<file path="config.mk">
export PLATFORM = sky130hd
export DESIGN_NAME = hazard_ctrl
export DESIGN_NICKNAME = d
export VERILOG_FILES = /design/src/rtl/hazard_ctrl_pkg.sv /design/src/rtl/md_tracker.sv /design/src/rtl/hazard_ctrl.sv
export SDC_FILE = /design/constraint.sdc
export NUM_CORES = 1
export LEC_CHECK = 0
export CAP_MARGIN = 10
export CORE_ASPECT_RATIO = 1.2
export CORE_MARGIN = 5
export CORE_UTILIZATION = 51
export CTS_CLUSTER_DIAMETER = 100
export CTS_CLUSTER_SIZE = 12
export DETAILED_ROUTE_END_ITERATION = 10
export PLACE_DENSITY = 0.95
export SYNTH_ARGS = -nofsm -noshare
export SYNTH_HDL_FRONTEND = slang
export SYNTH_SLANG_ARGS = --single-unit
</file>
<file path="constraint.sdc">
create_clock -name clk -period 5.8 [get_ports clk]
set_input_delay 1.16 -clock clk [delete_from_list [all_inputs] [get_ports clk]]
set_output_delay 1.16 -clock clk [all_outputs]
set_load 0.03 [all_outputs]
</file>
<file path="src/rtl/hazard_ctrl_pkg.sv">
// rtl/hazard_ctrl_pkg.sv - shared CPU definitions for hazard detection
package hazard_ctrl_pkg;

  typedef enum logic [1:0] {
    MD_NONE = 2'd0,
    MD_MULT = 2'd1,
    MD_DIV  = 2'd2,
    MD_RSVD = 2'd3
  } md_op_e;

  localparam logic [3:0] MULT_LAT    = 4'd5;
  localparam logic [3:0] DIV_LAT     = 4'd10;
  localparam logic [1:0] TUSE_UNUSED = 2'd3;

  // The reserved encoding behaves exactly like "no operation".
  function automatic logic is_md_start_op(input logic [1:0] op);
    return (op == MD_MULT) || (op == MD_DIV);
  endfunction

  function automatic logic [3:0] md_latency(input logic [1:0] op);
    return (op == MD_DIV) ? DIV_LAT : MULT_LAT;
  endfunction

endpackage

</file>
<file path="src/rtl/md_tracker.sv">
// rtl/md_tracker.sv - HI/LO unit busy tracker driven by the E-stage md op
module md_tracker
  import hazard_ctrl_pkg::*;
(
  input  logic       clk,
  input  logic       reset,
  input  logic [1:0] md_op_E,
  output logic       md_busy
);

  logic [3:0] md_cnt_q;
  logic [3:0] md_cnt_d;

  // Ops arriving while a previous one is in flight are dropped, never reloaded.
  always_comb begin
    md_cnt_d = md_cnt_q;
    if (md_cnt_q != 4'd0) begin
      md_cnt_d = md_cnt_q - 4'd1;
    end else if (is_md_start_op(md_op_E)) begin
      md_cnt_d = md_latency(md_op_E);
    end
  end

  always_ff @(posedge clk) begin
    if (!reset) begin
      md_cnt_q <= 4'd0;
    end else begin
      md_cnt_q <= md_cnt_d;
    end
  end

  assign md_busy = (md_cnt_q != 4'd0);

endmodule

</file>
<file path="src/rtl/hazard_ctrl.sv">
// rtl/hazard_ctrl.sv - pipeline stall control: RAW comparators, HI/LO interlock, stall counter
module hazard_ctrl
  import hazard_ctrl_pkg::*;
(
  input  logic        clk,
  input  logic        reset,
  input  logic [4:0]  rs_D,
  input  logic [4:0]  rt_D,
  input  logic [1:0]  Tuse_rs,
  input  logic [1:0]  Tuse_rt,
  input  logic        md_D,
  input  logic [4:0]  A3_E,
  input  logic [1:0]  Tnew_E,
  input  logic [4:0]  A3_M,
  input  logic [1:0]  Tnew_M,
  input  logic [1:0]  md_op_E,
  output logic        PC_en,
  output logic        IFID_en,
  output logic        IDEX_clr,
  output logic        md_busy,
  output logic [31:0] stall_cnt
);

  function automatic logic src_hazard(input logic [4:0] src,
                                      input logic [1:0] tuse,
                                      input logic [4:0] a3,
                                      input logic [1:0] tnew);
    return (src != 5'd0) && (tuse != TUSE_UNUSED) && (src == a3) && (tuse < tnew);
  endfunction

  logic        stall_rs;
  logic        stall_rt;
  logic        stall_md;
  logic        stall;
  logic        stall_out;
  logic [31:0] stall_cnt_q;
  logic [31:0] stall_cnt_d;

  md_tracker u_md_tracker (
    .clk     (clk),
    .reset   (reset),
    .md_op_E (md_op_E),
    .md_busy (md_busy)
  );

  assign stall_rs = src_hazard(rs_D, Tuse_rs, A3_E, Tnew_E) |
                    src_hazard(rs_D, Tuse_rs, A3_M, Tnew_M);
  assign stall_rt = src_hazard(rt_D, Tuse_rt, A3_E, Tnew_E) |
                    src_hazard(rt_D, Tuse_rt, A3_M, Tnew_M);
  assign stall_md = md_D & (md_busy | is_md_start_op(md_op_E));
  assign stall    = stall_rs | stall_rt | stall_md;

  // Reset forces the pipeline to free-run whatever the hazard inputs say.
  assign stall_out = stall & reset;

  assign PC_en    = ~stall_out;
  assign IFID_en  = ~stall_out;
  assign IDEX_clr = stall_out;

  always_comb begin
    stall_cnt_d = stall_cnt_q;
    if (stall) begin
      stall_cnt_d = stall_cnt_q + 32'd1;
    end
  end

  always_ff @(posedge clk) begin
    if (!reset) begin
      stall_cnt_q <= 32'd0;
    end else begin
      stall_cnt_q <= stall_cnt_d;
    end
  end

  assign stall_cnt = stall_cnt_q;

endmodule

</file>
### Word level (Yosys, flattened, before mapping)

Cells that the tools add are included.

* word-level logic and storage cells: 42
* bits in registers: 36
* input bits: 33

* $lt $le $gt $ge: 4
* reductions and logical operators: 15
* equal/unequal tests: 8
* bitwise operators: 8
* muxes and demuxes: 3
* add/sub/neg operators: 2

Operators with widths (count)
* adder 32 x 1 -> 32 bit (second input constant): 1
* equality test 5 bit: 4
* 2-to-1 mux 4 bit: 3
* logical AND 1 bit: 10
* nonzero test 5 bit: 2
* < comparator 2 bit: 4
* OR 1 bit: 5
* != test 2 bit (second input constant): 2
* nonzero test 4 bit: 1
* subtractor 4 x 1 -> 4 bit (second input constant): 1
* bitwise AND 1 bit: 2
* equality test 2 x 1 -> 1 bit (second input constant): 1
* equality test 2 bit (second input constant): 1
* nonzero test 2 bit: 1
* logical OR 1 bit: 1
* inverter 1 bit: 1

### Depth between registers and ports, before layout

Gate-level depths: netlist of run 1.

* depth in word-level cells: 9
* depth in mapped cells: 11
* gate-level depth less buffers: 9

### Hierarchy

Synthesis of run 1 repeated with hierarchy kept, for this count alone.

* cells, all modules: 274
* area total of the unflattened synthesis: 2323.5 sq um

Modules (own cells, without submodules)
* hazard_ctrl: cells each 245, area each 2084.5 sq um, seq. area each 640.6 sq um, instances 1
* md_tracker: cells each 29, area each 239.0 sq um, seq. area each 80.1 sq um, instances 1

### Worst setup path after synthesis of run 1

Ideal clock, no wire load.

* path kind: input to output
* from: in Tnew_M[1]
* to: out IDEX_clr
* required time: 4.640 ns
* cell stages on the path: 7
* arrival: 3.226 ns
* slack: 1.414 ns
* path through: inv_1 ha_1 a2111oi_0 nand4_1 a221oi_4 o21ai_0 inv_1

* longest elaborated chain between the ends: 6

Ends and longest elaborated chain
* from (decl): line hazard_ctrl.sv:15 `input logic [1:0] Tnew_M,`
* < comparator 2 bit: line hazard_ctrl.sv:28 `return (src != 5'd0) && (tuse != TUSE_UNUSED) && (src == a3) && (tuse < tnew);`
* logical AND 1 bit: line hazard_ctrl.sv:28
* OR 1 bit, on equally long branches: line hazard_ctrl.sv:46, hazard_ctrl.sv:48
* OR 1 bit (*) (2 in a row): line hazard_ctrl.sv:51 `assign stall = stall_rs | stall_rt | stall_md;`
* bitwise AND 1 bit (*): line hazard_ctrl.sv:54 `assign stall_out = stall & reset;`
* to (decl): line hazard_ctrl.sv:19 `output logic IDEX_clr,`

Every way passes the cells marked *; elsewhere a longest branch is shown, timed or not.

### Final worst setup path of run 1

* from: in Tuse_rt[1]
* to: out IDEX_clr

* longest elaborated chain between the ends: 8

Ends and longest elaborated chain
* from (decl): line hazard_ctrl.sv:10 `input logic [1:0] Tuse_rt,`
* != test 2 bit: line hazard_ctrl.sv:28
* logical AND 1 bit (3 in a row): line hazard_ctrl.sv:28
* OR 1 bit (*): line hazard_ctrl.sv:48 `assign stall_rt = src_hazard(rt_D, Tuse_rt, A3_E, Tnew_E) |`
* OR 1 bit (*) (2 in a row): line hazard_ctrl.sv:51
* bitwise AND 1 bit (*): line hazard_ctrl.sv:54

Marks and branches as above.

==> flow_metrics.tcl, run 1 <==
set metrics [dict create \
    status "finished clean" \
    tritoncts "done" \
    clkPwrFrac_pct 28.5 \
    power_frac_comb_pct 30.9 \
    drc 0 \
    p_leak_nw 1.06 \
    cts.sinks 36 \
    worstPathArrival_ps 4100 \
    ys_seq_area_share_pct 31.7 \
    cts_htree_levels 2 \
    viasPerCell 5.89 \
    synthCells 272 \
    fin_area_mm2 0.00310 \
    worstSetupStartpointType "input pin" \
    synth_edf_count 0 \
    die_area_mm2 0.00590 \
    crit_fanout 7 \
    vias 2332 \
    synth_area_per_cell_um2 8.35 \
    ios 69 \
    avgRoutedWirePerCell_um 16.1 \
    post_cts_resized 0 \
    hold_viol 0 \
    critPathMaxStageDelay_ps 660 \
    drive_above_1_share_pct 5.00 \
    grt_usage_pct 22.0 \
    diodes 0 \
    routed_wirelength_um 6390 \
    rsz0062_at_grt "false" \
    ys_seq_elements 36 \
    required_ps 4640 \
    setup_viol_count_final 0 \
    first_pass_iters 4 \
    total_power_mw 0.692 \
    fp.dieH_um 83.1 \
    grt_pass1_vias 2284 \
    power.internal_mw 0.463 \
    ir_worst_vdd_v 0.000185 \
    post-route-period-util_pct 90.6 \
    max_freq_mhz 190 \
    core-area_mm2 0.00429 \
    cts_root_buf "clkbuf_8" \
    rows 26 \
    skew_ps 10.4 \
    setup_tns_ps 0 \
    max_slew_margin_pct 51.0 \
    fillCellCount 334 \
    numPortBuffers 68 \
    synth-main-ff-cell "dfxtp_1" \
    utilization_pct 72.1 \
    drv_slew 0 \
    clockBufferDepth 2 \
    async_flop_share_pct 0 \
    antenna_found_initial 0 \
    switching_share_pct 33.1 \
    initial_utilization_pct 52.9 \
    place_area_mm2 0.00300 \
    max-cap-violations 0 \
    synth_area_mm2 0.00227 \
    grt_pass1_wl_um 10700 \
    numCtsBuffers 5 \
    stdcell_count 396 \
    slowest_stage "clkdlybuf4s50_1" \
    overflow 0 \
    regArea_um2 721 \
    die_w_um 70.9 \
    crit_buf_inv 3 \
    nNetsFinal 380 \
    cts_setup_buffers 0 \
    power_density_mw_per_mm2 223 \
    cp-end-kind "output port" \
    crit_type "in2out" \
    clk_latency_ps 300 \
    drt_iter0_drc 76 \
    hold_class "reg2reg" \
    grt_start_max_net_pins 38 \
    period_needed_ps 5260 \
    dp_hpwl_um 4600 \
    path_common_cell "clkdlybuf4s50_1" \
    syn_nets 312 \
    ys_types 44 \
    clkSlewWorstSetupHoldPaths_ps 70 \
    power_frac_seq_pct 40.6 \
    path_cells "clkdlybuf4s50_1 -> ha_1 -> a2111oi_0 -> nand4_1 -> a221oi_4 -> o21ai_0 -> inv_1 -> clkdlybuf4s50_1" \
    ant_nets 0 \
    crit_family "buffers and inverters" \
    yosys_warnings 0 \
    dp.cells 389 \
    multi_input_area_mm2 0.00146 \
    place.gp.congestion 0.936 \
    p_switching_mw 0.229 \
    area_delta_synth_final_pct 36.3 \
    cts_hold_buf 0 \
    worst_pin_slew_ps 733 \
]
-- area by class of cell --
type                    count  area share (%)
clock buffers               7            3.11
inverters                  14            1.70
multi-input cells         212            47.0
flip-flops and latches     36            23.3
well taps                  56            2.26
repair buffers             71            22.7
-- final timing paths --
check	from	endpoint	slack [ps]	cells after the start
worst max register to register	u_md_tracker.md_cnt_q[0]$_SDFFE_PN0N_	stall_cnt[1]$_SDFFE_PN0P_	3420	11
worst max-delay path	Tuse_rt[1]	IDEX_clr	540	8
worst min register to register	stall_cnt[9]$_SDFFE_PN0P_	stall_cnt[9]$_SDFFE_PN0P_	480	2
worst min-delay path	stall_cnt[9]$_SDFFE_PN0P_	stall_cnt[9]$_SDFFE_PN0P_	480	2
-- cells in the mapped netlist (all sizes together), types with 9 or more instances --
| cell | count | area [µm²] |
|---|---|---|
| nand3 | 11 | 55.1 |
| nand2 | 25 | 93.8 |
| or4 | 13 | 97.6 |
| a21oi | 16 | 80.1 |
| nand2b | 10 | 62.6 |
| o21a | 9 | 67.6 |
| nor2 | 13 | 51.3 |
| o31ai | 13 | 97.6 |
| dfxtp | 36 | 721 |
| inv | 14 | 52.6 |
| xor2 | 17 | 149 |
-- worst register-to-register path, delay by kind of cell, from the launching register on --
kind	cells	cell delay (ps)
and+or+nand+nor	5	850
adders and majority gates	1	200
AOI/OAI and AO/OA	1	60
DFF	1	340
muxes	1	230
buffers and inverters	3	580
-- cells by family (layout without fill, tap and decap cells) --
kind of cell             count (synthesis)  in the layout  synth area share, %
AND/OR/NAND/NOR                        111            111                 26.9
buffers and inverters                   24             92                 4.24
AO/OA/AOI/OAI                           62             62                 20.5
adder cells (fa/ha/maj)                  7              7                 3.85
XOR/XNOR                                24             24                 9.25
flip-flops                              36             36                 31.7
multiplexers                             8              8                 3.52
-- layout by cell type, fill, tap and decap left out, types with 6 or more instances in the layout --
master           synthesis  routed
nand4_1                  8       8
nor3_1                   6       6
o21a_1                   9       9
nor4_1                   8       8
inv_1                   14      14
xor2_1                  17      17
xnor2_1                  7       7
and3_1                   7       7
clkbuf_8                 0       7
nand3_1                 11      11
nand2b_1                10      10
or4_1                   13      13
dfxtp_1                 36      36
mux2i_1                  8       8
ha_1                     7       7
clkdlybuf4s50_1          0      68
nand2_1                 25      25
o31ai_1                 13      13
o21ai_0                  7       7
nor2_1                  12      12
a21oi_1                 16      16
-- stage by stage --
| step | hold slack [ps] | worst slack [ps] |
|---|---|---|
| detailed placement | 465 | 558 |
| global route | 498 | 354 |
| global placement | 454 | 623 |
| floorplan | 489 | 1410 |
| finish | 479 | 545 |
| CTS | 480 | 544 |
-- power by group through the flow --
| stage | clock (mW) | combinational [mW] | sequential [mW] |
|---|---|---|---|
| 2_1_floorplan | 0 | 0.127 | 0.292 |
| 3_3_place_gp | 0 | 0.209 | 0.285 |
| 3_5_place_dp | 0 | 0.214 | 0.286 |
| 4_1_cts | 0.198 | 0.215 | 0.281 |
| 5_1_grt | 0.210 | 0.236 | 0.284 |
| 6_report | 0.197 | 0.214 | 0.281 |
-- registers in the layout, summed over array words and instances (netlist names) --
| signal | flops |
|---|---|
| stall_cnt | 32 |
| u_md_tracker.md_cnt_q | 4 |
-- layer usage --
layer	global-route usage, %	part of all wire [%]	vias up
met5	0	0	-
li1	-	-	1140
met2	37.3	49	91
met4	8.55	2.1	0
met1	26.4	42	1087
met3	5.56	7.0	14
Power figures use the tool's default switching activity.
==> run 2, diff against run 1 <==
Settings changed: CORE_MARGIN 5 to 2, SLEW_MARGIN set to 20.
==> run 2 against run 1 <==
Combinational power about the same. Highest routed layer unchanged. Critical path type unchanged. Fmax barely moved. Utilization is 0.90 points higher.
==> flow_metrics.tcl, run 2 (synthesis gave the netlist of run 1 again) <==
set metrics [dict create \
    crit_type "in2out" \
    cp-end-kind "output port" \
    routed_wirelength_um 6060 \
    cts_htree_levels 2 \
    critPathMaxStageDelay_ps 660 \
    rsz0062_at_grt "false" \
    antenna_found_initial 0 \
    numPortBuffers 68 \
    dp_hpwl_um 4520 \
    pre_cts_ws_ps 544 \
    status "finished clean" \
    post_cts_resized 0 \
    grt_start_max_net_pins 38 \
    drc 0 \
    ant_nets 0 \
    numCtsBuffers 5 \
    hold_ws_ps 468 \
    skew_ps 6.95 \
    mostFrequentLayoutCell "clkdlybuf4s50_1" \
    first_pass_iters 4 \
    slowest_stage "clkdlybuf4s50_1" \
    vias 2356 \
    path_cells "clkdlybuf4s50_1 -> ha_1 -> a2111oi_0 -> nand4_1 -> a221oi_4 -> o21ai_0 -> inv_1 -> clkdlybuf4s50_1" \
    tritoncts "done" \
    setup_tns_ps 0 \
    ios 69 \
    hold_viol 0 \
    initial_utilization_pct 53.3 \
    cts_setup_buffers 0 \
    rows 26 \
    max_freq_mhz 190 \
    grt_usage_pct 25.1 \
    max_slew_margin_pct 51.9 \
    diodes 0 \
    hold_class "reg2reg" \
    largest_reg_flops 32 \
    required_ps 4640 \
    drv_slew 0 \
    grt_pass1_vias 2231 \
    post-route-period-util_pct 90.6 \
    r2r_slack_ps 3360 \
    layout_common_cells "clkdlybuf4s50_1, dfxtp_1, nand2_1, xor2_1, a21oi_1" \
    layout_setup_ws_ps 543 \
    grt_pass1_wl_um 10000 \
    clk_latency_ps 300 \
    p_leak_nw 1.06 \
    overflow 0 \
    place.gp.congestion 0.886 \
    ir_worst_vdd_v 0.000185 \
    cts.sinks 36 \
    worstSetupStartpointType "input pin" \
    core-area_mm2 0.00426 \
    nNetsFinal 380 \
    path_common_cell "clkdlybuf4s50_1" \
    clockBufferDepth 2 \
    worst_pin_slew_ps 719 \
    clkSlewWorstSetupHoldPaths_ps 70 \
    die_area_mm2 0.00501 \
    cts_root_buf "clkbuf_8" \
    drt_iter0_drc 62 \
    power_density_mw_per_mm2 232 \
    viasPerCell 5.93 \
    fp.dieH_um 77.1 \
    drive_above_1_share_pct 5.28 \
    worstPathArrival_ps 4100 \
    die_w_um 64.9 \
    period_needed_ps 5260 \
    crit_fanout 7 \
    cts_hold_buf 0 \
    max-cap-violations 0 \
    avgRoutedWirePerCell_um 15.3 \
    setup_viol_count_final 0 \
    area_delta_synth_final_pct 37.0 \
]
## run 2: changes by cell type in the layout (fill, tap and decap cells not counted), sizes merged
cell,delta
clkinv,+1
clkinvlp,+1
clkbuf,-2
bufinv,+1
## run 2: through the flow
stage	cells	total power, mW	cell area, µm²	util, %
floorplan	272	0.419	2270	-
global route	397	0.759	3110	73.0
finish	397	0.722	3110	73.0
global placement	389	0.493	3000	70.4
CTS	397	0.722	3110	73.0
detailed placement	389	0.500	3000	70.4
## run 2: layout make-up
cell class / instances / area [µm²]
Clock buffer: 5 / 68.8
Clock inverter: 3 / 42.5
Fill cell: 351 / 1150
Inverter: 14 / 52.6
Multi-Input combinational cell: 212 / 1460
Sequential cell: 36 / 721
Tap cell: 56 / 70.1
Timing Repair Buffer: 71 / 703
## run 2: power by group
| part | leakage, nW | total (mW) | switching (mW) | internal [mW] |
|---|---|---|---|---|
| logic | 0.718 | 0.214 | 0.120 | 0.0943 |
| registers | 0.291 | 0.282 | 0.0191 | 0.263 |
| clock network | 0.0541 | 0.226 | 0.0989 | 0.127 |
## run 2: worst paths after layout
check                                to  cells past startpoint                             startpoint
max                            IDEX_clr                      8                             Tuse_rt[1]
min          stall_cnt[31]$_SDFFE_PN0P_                      2             stall_cnt[31]$_SDFFE_PN0P_
max reg2reg   stall_cnt[1]$_SDFFE_PN0P_                     11  u_md_tracker.md_cnt_q[0]$_SDFFE_PN0N_
min reg2reg  stall_cnt[31]$_SDFFE_PN0P_                      2             stall_cnt[31]$_SDFFE_PN0P_
## run 2: per-layer routing
metal  part of all wire [%]  GRT usage, %  vias up
met4                    2.3          9.15        0
met1                     40          27.2     1113
met5                      0             0        -
li1                       -             -     1149
met3                    6.5          6.45       12
met2                     51          46.0       82
## run 2: critical path: cells and delay by family
family                     cells  cell delay [ps]
and+or+nand+nor                1              200
buffers and inverters          3             1320
adders and majority gates      1              260
AOI/OAI and AO/OA              3             1140
